**config.mk**
```make
export PLATFORM = sky130hd
export DESIGN_NAME = lvds_rx_deser
export DESIGN_NICKNAME = d
export VERILOG_FILES = /design/src/rtl/lvds_rx_deser.sv
export SDC_FILE = /design/constraint.sdc
export NUM_CORES = 1
export LEC_CHECK = 0
export CORE_UTILIZATION = 54
export CTS_CLUSTER_DIAMETER = 60
export CTS_CLUSTER_SIZE = 24
export DETAILED_ROUTE_END_ITERATION = 10
export PLACE_DENSITY_LB_ADDON = 0.05
export SLEW_MARGIN = 20
export SYNTH_ARGS = -nofsm -noshare
export SYNTH_HDL_FRONTEND = slang
export SYNTH_SLANG_ARGS = --single-unit
```
**constraint.sdc**
```tcl
create_clock -name i_clk -period 3 [get_ports i_clk]
set_input_delay 0.45 -clock i_clk [delete_from_list [all_inputs] [get_ports i_clk]]
set_output_delay 0.45 -clock i_clk [all_outputs]
set_load 0.005 [all_outputs]
```
**src/rtl/lvds_rx_deser.sv**
```systemverilog
// lvds_rx_deser: 7:1 LVDS receive deserializer, clock-pattern word aligner and VESA 24-bit pixel
// decoder with x/y regeneration. Define LVDS_RX_STATS_EN to build the o_err_count mismatch counter.
module lvds_rx_deser #(
  parameter int LOCK_COUNT   = 8,
  parameter int UNLOCK_COUNT = 4,
  parameter int XY_W         = 12
) (
  input  logic            i_clk,
  input  logic            i_resetn,
  input  logic            i_lvds_clk,
  input  logic [3:0]      i_lvds_data,
  output logic            o_locked,
  output logic            o_pix_valid,
  output logic [23:0]     o_color,
  output logic            o_hs,
  output logic            o_vs,
  output logic            o_de,
  output logic [XY_W-1:0] o_x,
  output logic [XY_W-1:0] o_y,
  output logic [15:0]     o_err_count,
  output logic [1:0]      o_dbg_state
);

  localparam logic [6:0] CLK_PATTERN = 7'b1100011;
  localparam int GW = $clog2(LOCK_COUNT + 1);
  localparam int BW = $clog2(UNLOCK_COUNT + 1);
  localparam logic [GW-1:0] LOCK_C   = GW'(LOCK_COUNT);
  localparam logic [BW-1:0] UNLOCK_C = BW'(UNLOCK_COUNT);

  typedef enum logic [1:0] {
    ST_SEARCH = 2'd0,
    ST_VERIFY = 2'd1,
    ST_LOCKED = 2'd2
  } state_e;

  // o_pix_valid is a one-cycle strobe with no back-pressure: downstream must accept the pixel
  // fields in the cycle o_pix_valid is high; the fields then hold until the next strobe.

  // Each lane keeps only the six previous bits; the current input bit completes the 7-bit word.
  // Lane 3 bit 6 carries no pixel data, so its history is one bit shorter.
  logic [5:0] ck_sr_q, ck_sr_d;
  logic [5:0] l0_sr_q, l0_sr_d;
  logic [5:0] l1_sr_q, l1_sr_d;
  logic [5:0] l2_sr_q, l2_sr_d;
  logic [4:0] l3_sr_q, l3_sr_d;

  logic [6:0] ck_word, l0_word, l1_word, l2_word;
  logic [5:0] l3_word;

  assign ck_sr_d = {ck_sr_q[4:0], i_lvds_clk};
  assign l0_sr_d = {l0_sr_q[4:0], i_lvds_data[0]};
  assign l1_sr_d = {l1_sr_q[4:0], i_lvds_data[1]};
  assign l2_sr_d = {l2_sr_q[4:0], i_lvds_data[2]};
  assign l3_sr_d = {l3_sr_q[3:0], i_lvds_data[3]};

  assign ck_word = {ck_sr_q, i_lvds_clk};
  assign l0_word = {l0_sr_q, i_lvds_data[0]};
  assign l1_word = {l1_sr_q, i_lvds_data[1]};
  assign l2_word = {l2_sr_q, i_lvds_data[2]};
  assign l3_word = {l3_sr_q, i_lvds_data[3]};

  logic [7:0] dec_r, dec_g, dec_b;
  logic       dec_hs, dec_vs, dec_de;

  assign dec_r  = {l3_word[1:0], l0_word[5:0]};
  assign dec_g  = {l3_word[3:2], l1_word[4:0], l0_word[6]};
  assign dec_b  = {l3_word[5:4], l2_word[3:0], l1_word[6:5]};
  assign dec_hs = l2_word[4];
  assign dec_vs = l2_word[5];
  assign dec_de = l2_word[6];

  state_e          state_q;
  logic [2:0]      phase_q, phase_d;
  logic [GW-1:0]   good_q, good_inc;
  logic [BW-1:0]   bad_q, bad_inc;
  logic            locked_q, pix_valid_q;
  logic [23:0]     color_q;
  logic            hs_q, vs_q, de_q;
  logic [XY_W-1:0] x_q, y_q;
  logic [XY_W-1:0] x_cnt_q, y_cnt_q;
  logic            prev_de_q, prev_vs_q;

  logic ck_match, boundary;

  assign ck_match = (ck_word == CLK_PATTERN);
  assign boundary = (phase_q == 3'd6);
  assign phase_d  = boundary ? 3'd0 : phase_q + 3'd1;
  assign good_inc = good_q + GW'(1);
  assign bad_inc  = bad_q + BW'(1);

  // Coordinate counters for the word being decoded; a VS rise overrides a DE fall.
  logic            vs_rise, de_fall;
  logic [XY_W-1:0] x_base, y_base, x_next;

  always_comb begin
    vs_rise = dec_vs & ~prev_vs_q;
    de_fall = ~dec_de & prev_de_q;
    x_base  = x_cnt_q;
    y_base  = y_cnt_q;
    if (vs_rise) begin
      x_base = '0;
      y_base = '0;
    end else if (de_fall) begin
      x_base = '0;
      y_base = y_cnt_q + XY_W'(1);
    end
    x_next = dec_de ? x_base + XY_W'(1) : x_base;
  end

  always_ff @(posedge i_clk or negedge i_resetn) begin
    if (!i_resetn) begin
      ck_sr_q     <= '0;
      l0_sr_q     <= '0;
      l1_sr_q     <= '0;
      l2_sr_q     <= '0;
      l3_sr_q     <= '0;
      state_q     <= ST_SEARCH;
      phase_q     <= '0;
      good_q      <= '0;
      bad_q       <= '0;
      locked_q    <= 1'b0;
      pix_valid_q <= 1'b0;
      color_q     <= '0;
      hs_q        <= 1'b0;
      vs_q        <= 1'b0;
      de_q        <= 1'b0;
      x_q         <= '0;
      y_q         <= '0;
      x_cnt_q     <= '0;
      y_cnt_q     <= '0;
      prev_de_q   <= 1'b0;
      prev_vs_q   <= 1'b0;
    end else begin
      ck_sr_q     <= ck_sr_d;
      l0_sr_q     <= l0_sr_d;
      l1_sr_q     <= l1_sr_d;
      l2_sr_q     <= l2_sr_d;
      l3_sr_q     <= l3_sr_d;
      phase_q     <= phase_d;
      pix_valid_q <= 1'b0;
      case (state_q)
        ST_SEARCH: begin
          // A match here marks this cycle as a word boundary, so the next cycle is phase 0.
          if (ck_match) begin
            phase_q <= 3'd0;
            good_q  <= GW'(1);
            state_q <= ST_VERIFY;
          end
        end
        ST_VERIFY: begin
          if (boundary) begin
            if (ck_match) begin
              if (good_inc == LOCK_C) begin
                state_q   <= ST_LOCKED;
                locked_q  <= 1'b1;
                good_q    <= '0;
                bad_q     <= '0;
                x_cnt_q   <= '0;
                y_cnt_q   <= '0;
                prev_de_q <= 1'b0;
                prev_vs_q <= 1'b0;
              end else begin
                good_q <= good_inc;
              end
            end else begin
              state_q <= ST_SEARCH;
              good_q  <= '0;
            end
          end
        end
        ST_LOCKED: begin
          if (boundary) begin
            if (!ck_match && (bad_inc == UNLOCK_C)) begin
              state_q  <= ST_SEARCH;
              locked_q <= 1'b0;
              bad_q    <= '0;
            end else begin
              // Isolated bad clock words are tolerated and their data is still decoded.
              bad_q       <= ck_match ? '0 : bad_inc;
              pix_valid_q <= 1'b1;
              color_q     <= {dec_r, dec_g, dec_b};
              hs_q        <= dec_hs;
              vs_q        <= dec_vs;
              de_q        <= dec_de;
              x_q         <= x_base;
              y_q         <= y_base;
              x_cnt_q     <= x_next;
              y_cnt_q     <= y_base;
              prev_de_q   <= dec_de;
              prev_vs_q   <= dec_vs;
            end
          end
        end
        default: begin
          state_q  <= ST_SEARCH;
          locked_q <= 1'b0;
        end
      endcase
    end
  end

`ifdef LVDS_RX_STATS_EN
  logic [15:0] err_cnt_q;
  logic        err_hit;

  assign err_hit = (state_q == ST_LOCKED) && boundary && !ck_match;

  // Survives lock loss on purpose: only reset clears the link-quality history.
  always_ff @(posedge i_clk or negedge i_resetn) begin
    if (!i_resetn) begin
      err_cnt_q <= '0;
    end else if (err_hit && (err_cnt_q != 16'hFFFF)) begin
      err_cnt_q <= err_cnt_q + 16'd1;
    end
  end

  assign o_err_count = err_cnt_q;
`else
  assign o_err_count = 16'h0000;
`endif

  assign o_locked    = locked_q;
  assign o_pix_valid = pix_valid_q;
  assign o_color     = color_q;
  assign o_hs        = hs_q;
  assign o_vs        = vs_q;
  assign o_de        = de_q;
  assign o_x         = x_q;
  assign o_y         = y_q;
  assign o_dbg_state = state_q;

endmodule
```
## After elaboration in Yosys (flattened, before gate mapping)

Index checks and enable logic that the tools add are counted.

- Output and inout port bits: 71
- Bits in registers: 120

- Reduce and logical (&&, ||, !) cells: 11
- Bitwise gates (word level): 6
- Add/sub/neg operators: 5
- Equal/unequal tests: 14
- Muxes and demuxes: 54

Operators with widths:

| kind | number |
|---|---|
| 2-to-1 mux 12 bit | 12 |
| case mux 12 bit (2 select lines) | 2 |
| 2-to-1 mux 3 bit | 9 |
| adder 12 x 1 -> 12 bit (second input constant) | 2 |
| 2-to-1 mux 4 bit | 4 |
| 2-to-1 mux 1 bit | 15 |
| != test 2 bit (second input constant) | 7 |
| 2-to-1 mux 2 bit | 6 |
| AND reduction 6 bit | 2 |
| AND reduction 5 bit | 2 |
| case mux 4 bit (2 select lines) | 1 |
| == test 7 bit (second input constant) | 1 |
| adder 3 x 1 -> 3 bit (second input constant) | 2 |
| == test 3 bit (second input constant) | 2 |
| case mux 2 bit (3 select lines) | 1 |
| case mux 3 bit (2 select lines) | 1 |
| AND reduction 3 bit | 2 |
| adder 4 x 1 -> 4 bit (second input constant) | 1 |
| == test 4 bit (second input constant) | 1 |
| NOT 1 bit | 4 |
| case mux 1 bit (2 select lines) | 2 |
| nonzero test 2 bit | 2 |
| != test 3 bit (second input constant) | 1 |
| case mux 1 bit (3 select lines) | 1 |
| 6 further kinds | 7 |

## Depth between registers and ports, before layout

- Depth in word-level cells: 9
- Depth in mapped cells: 9

## Worst setup path before layout

OpenSTA, ideal clock, no wires.

- Kind: register -> register
- From: register prev_de_q
- To: register x_cnt_q[8]
- Setup slack: 0.880 ns
- Buffers on the path: 1
- Stages on the path, launching flop included: 10
- Arrival time: 1.995 ns
- Path through: dfrtp_1 nor2b_1 clkbuf_1 nor3_1 ha_1 nand3_1 nor4_1 nand3_1 a22oi_1 o22ai_1

- Cells in the longest elaborated chain, start to end: 8

Ends and longest elaborated chain:

| what | RTL line | source |
|---|---|---|
| start, declared | 81 | `logic prev_de_q, prev_vs_q;` |
| start signal, assigned | 131 | `prev_de_q <= 1'b0;` |
| start signal, assigned | 160 | `prev_de_q <= 1'b0;` |
| start signal, assigned | 189 | `prev_de_q <= dec_de;` |
| bitwise AND 1 bit | 97 | `de_fall = ~dec_de & prev_de_q;` |
| 2-to-1 mux 12 bit | 103 | `end else if (de_fall) begin` |
| 2-to-1 mux 12 bit | 100 | `if (vs_rise) begin` |
| net x_base[1] | 93 | `logic [XY_W-1:0] x_base, y_base, x_next;` |
| adder 12 x 1 -> 12 bit | 107 | `x_next = dec_de ? x_base + XY_W'(1) : x_base;` |
| 2-to-1 mux 12 bit | 107 |  |
| 2-to-1 mux 12 bit | 173 | `if (!ck_match && (bad_inc == UNLOCK_C)) begin` |
| 2-to-1 mux 12 bit | 172 | `if (boundary) begin` |
| case mux 12 bit (2 select lines) | 141 | `case (state_q)` |
| end signal, assigned | 187 | `x_cnt_q <= x_next;` |
| end, declared | 80 | `logic [XY_W-1:0] x_cnt_q, y_cnt_q;` |

The timed path passes the listed nets, and every way through them passes these cells. The select of a mux whose other input is x is not followed.
A chain may end at the register's enable or synchronous reset.

## Final worst setup path

- From: register l2_sr_q[4]
- To: register x_cnt_q[10]

- Cells in the longest elaborated chain, start to end: 7

Ends and longest elaborated chain:

| what | RTL line | source |
|---|---|---|
| start, declared | 44 | `logic [5:0] l2_sr_q, l2_sr_d;` |
| start signal, assigned | 137 | `l2_sr_q <= l2_sr_d;` |
| bitwise AND 1 bit | 96 | `vs_rise = dec_vs & ~prev_vs_q;` |
| 2-to-1 mux 12 bit | 100 |  |
| net x_base[1] | 93 |  |
| adder 12 x 1 -> 12 bit | 107 |  |
| 2-to-1 mux 12 bit | 107 |  |
| 2-to-1 mux 12 bit | 173 |  |
| 2-to-1 mux 12 bit | 172 |  |
| case mux 12 bit (2 select lines) | 141 |  |

The timed path passes the listed nets, and every way through them passes these cells. The select of a mux whose other input is x is not followed.

==> flow_summary.json <==
{
  "reg2reg_setup_slack_ns": 0.55,
  "clk_path_buf_depth": 2,
  "final_cell_mix": "nand2_1 (126), dfrtp_1 (120), clkdlybuf4s50_1 (60)",
  "tritoncts": "yes",
  "finalHoldViolations": 0,
  "routed_wl_mm": 10.24,
  "critPathLaunchType": "flop",
  "die_h_um": 99.39,
  "rr_worst_depth": 8,
  "initial_core_util_pct": 55.69,
  "r2r-start": "l2_sr_q[4]",
  "netlist_area_sq_mm": 0.005121,
  "dp_hpwl_mm": 6.521,
  "critPathLaunch": "l2_sr_q[4]",
  "finalSetupViolCount": 0,
  "clk_latency_ns": 0.52,
  "cts_sinks": 120,
  "grt_antenna_before_repair": 0,
  "netlist.area_leader.share_pct": 58.64,
  "firstDrtPassIters": 4,
  "min_from": "l1_sr_q[0]",
  "root_buffer": "clkbuf_8",
  "gp_congestion": 0.8110,
  "rows": 35,
  "fmax_ghz": 0.4082,
  "first_global_vias": 3540,
  "gr-total-overflow": 0,
  "hold_class": "reg2reg",
  "layout_commonest_cell": "nand2_1",
  "regArea_sq_mm": 0.003003,
  "leakage_uw": 0.003141,
  "synth_edf_count": 0,
  "r2r-end": "x_cnt_q[10]",
  "synth_area_leaders": "dfrtp_1 (59%), nand2_1 (9.3%), a21o_1 (2.8%)",
  "grt_usage_pct": 23.24,
  "viasPerCell": 5.502,
  "multi_input_area_sq_mm": 0.001923,
  "wl_per_cell_um": 14.99,
  "ir_drop_mv": 0.5136,
  "num_antenna_cells": 0,
  "port_buffers": 61,
  "synth_area_leader_cell": "dfrtp_1",
  "synth_cell_types": 60,
  "grt_max_degree": 60,
  "fin_crit_ns": 2.450,
  "maxSlewViolCount": 0,
  "grt_pass1_wl_mm": 17.39,
  "cts.reportedPaths.clkPinSlew_ns": 0.06,
  "drive_above_1_share_pct": 8.741,
  "endpoint": "x_cnt_q[10]",
  "dieWidth_um": 99.39,
  "ys_ff_latch": 120,
  "rsz0062_at_grt": "no",
  "core_sq_mm": 0.009196,
  "cts.htree.levels": 4,
  "tns_ns": 0,
  "clock_skew_ns": 0.008091,
  "ys_seq_area_share_pct": 58.64,
  "relSlewSlack_pct": 56.76,
  "whs_ns": 0.3714,
  "cp_data_arrival_time_ns": 2.84,
  "antenna_left": 0,
  "layout.nets": 572,
  "cap_violations": 0,
  "fin_crit_sh_pct": 81.66,
  "dieArea_sq_mm": 0.009877,
  "ios": 78,
  "setup.worst_path.class": "reg2reg",
  "cp_max_fo": 8,
  "nFillCells": 713,
  "synth_area_per_cell_sq_um": 10.39,
  "ys.flop_type": "dfrtp_1",
  "p_per_area_mw_per_mm2": 610.1,
  "synth_cells": 493,
  "drt_iter0_markers": 201,
  "post-route-drc-count": 0,
  "numCtsBuffers": 17,
  "endpoint_kind": "flop",
  "worst_pin_slew_ns": 0.6472,
  "yosys_warnings": 0,
  "required_ns": 3.39,
  "vias": 3758,
  "syn2layout_area_growth_pct": 24.19,
  "status": "finished, final reports clean",
  "async_reset_ff_share_pct": 100.0
}
[cell type report]
class	count	area share [%]
Clock buffer	20	6.846
Clock inverter	12	2.243
Inverter	9	0.5312
Multi-Input combinational cell	342	30.24
Sequential cell	120	47.22
Tap cell	111	2.184
Timing Repair Buffer	69	10.74
[metal layers]
layer	track usage, %	vias up	part of all wire (%)
met5	0	-	0
li1	-	1790	-
met2	33.92	102	46
met3	8.292	17	5.4
met4	11.31	0	2.1
met1	31.03	1849	46
[cell usage after synthesis (6+ instances only)]
master and number:
ha_1 6, xor2_1 9, nand2_1 127, inv_1 8
buf_4 16, o21ai_0 27, nor3_1 11, nand4_1 8
nor2_1 18, a21o_1 19, dfrtp_1 120, nand3_1 15
clkbuf_1 14
[per-stage QoR]
step           instances  cell area, sq um  setup slack [ns]  power, uW  utilization, %
3_5_place_dp         650              5772            0.4910       1947           62.76
3_3_place_gp         650              5772            0.5823       1935           62.76
6_report             683              6360            0.5501       3880           69.16
5_1_grt              683              6360            0.3624       4028           69.16
2_1_floorplan        508              5177            0.8802       1874               -
4_1_cts              683              6360            0.6021       3920           69.16
[report_power, final]
group,switching [uW],internal [uW]
sequential,78.1,1670
combinational,90.5,79.0
clock,749,1220
total,918,2960
[worst max-delay path, cell delays in order (launching register included)]
cell,delay (ns)
dfrtp_1,0.40
nor2b_1,0.25
nor3_1,0.27
ha_1,0.24
nand3_1,0.12
nor4_1,0.57
nand3_1,0.17
xnor2_1,0.21
o2bb2ai_1,0.09
[sequential cells by signal (all words and copies together), names as in the netlist, 2 cells and up]
register     count
bad_q            3
good_q           4
y_cnt_q         12
o_dbg_state      2
o_y             12
l2_sr_q          6
x_cnt_q         12
phase_q          3
ck_sr_q          6
o_x             12
l1_sr_q          6
o_color         24
l0_sr_q          6
l3_sr_q          5
[cell families after synthesis]
family | synth area share, %
compound gates | 11.92
xor+xnor | 2.223
fa+ha+maj | 1.466
buf+inv | 4.960
flops | 58.64
mux | 0.8307
other cells | 0.07323
simple gates | 19.89
[what timing repair did]
| item | CTS | global route |
|---|---|---|
| hold buffers | 1 | 0 |
| setup buffers | 0 | 0 |
| gates resized for setup | 0 | 0 |
| hold endpoints to repair | 30 | 0 |
[worst min-delay path by stage]
stage,slack [ns],depth (start not counted),to
6_report,0.37,0,l1_sr_q[1]
5_1_grt,0.38,0,l2_sr_q[4]
4_1_cts,0.37,0,ck_sr_q[3]
3_5_place_dp,0.36,0,l2_sr_q[4]
3_3_place_gp,0.35,0,ck_sr_q[3]
2_1_floorplan,0.15,0,bad_q[0]
(Power assumes the default switching activity.)
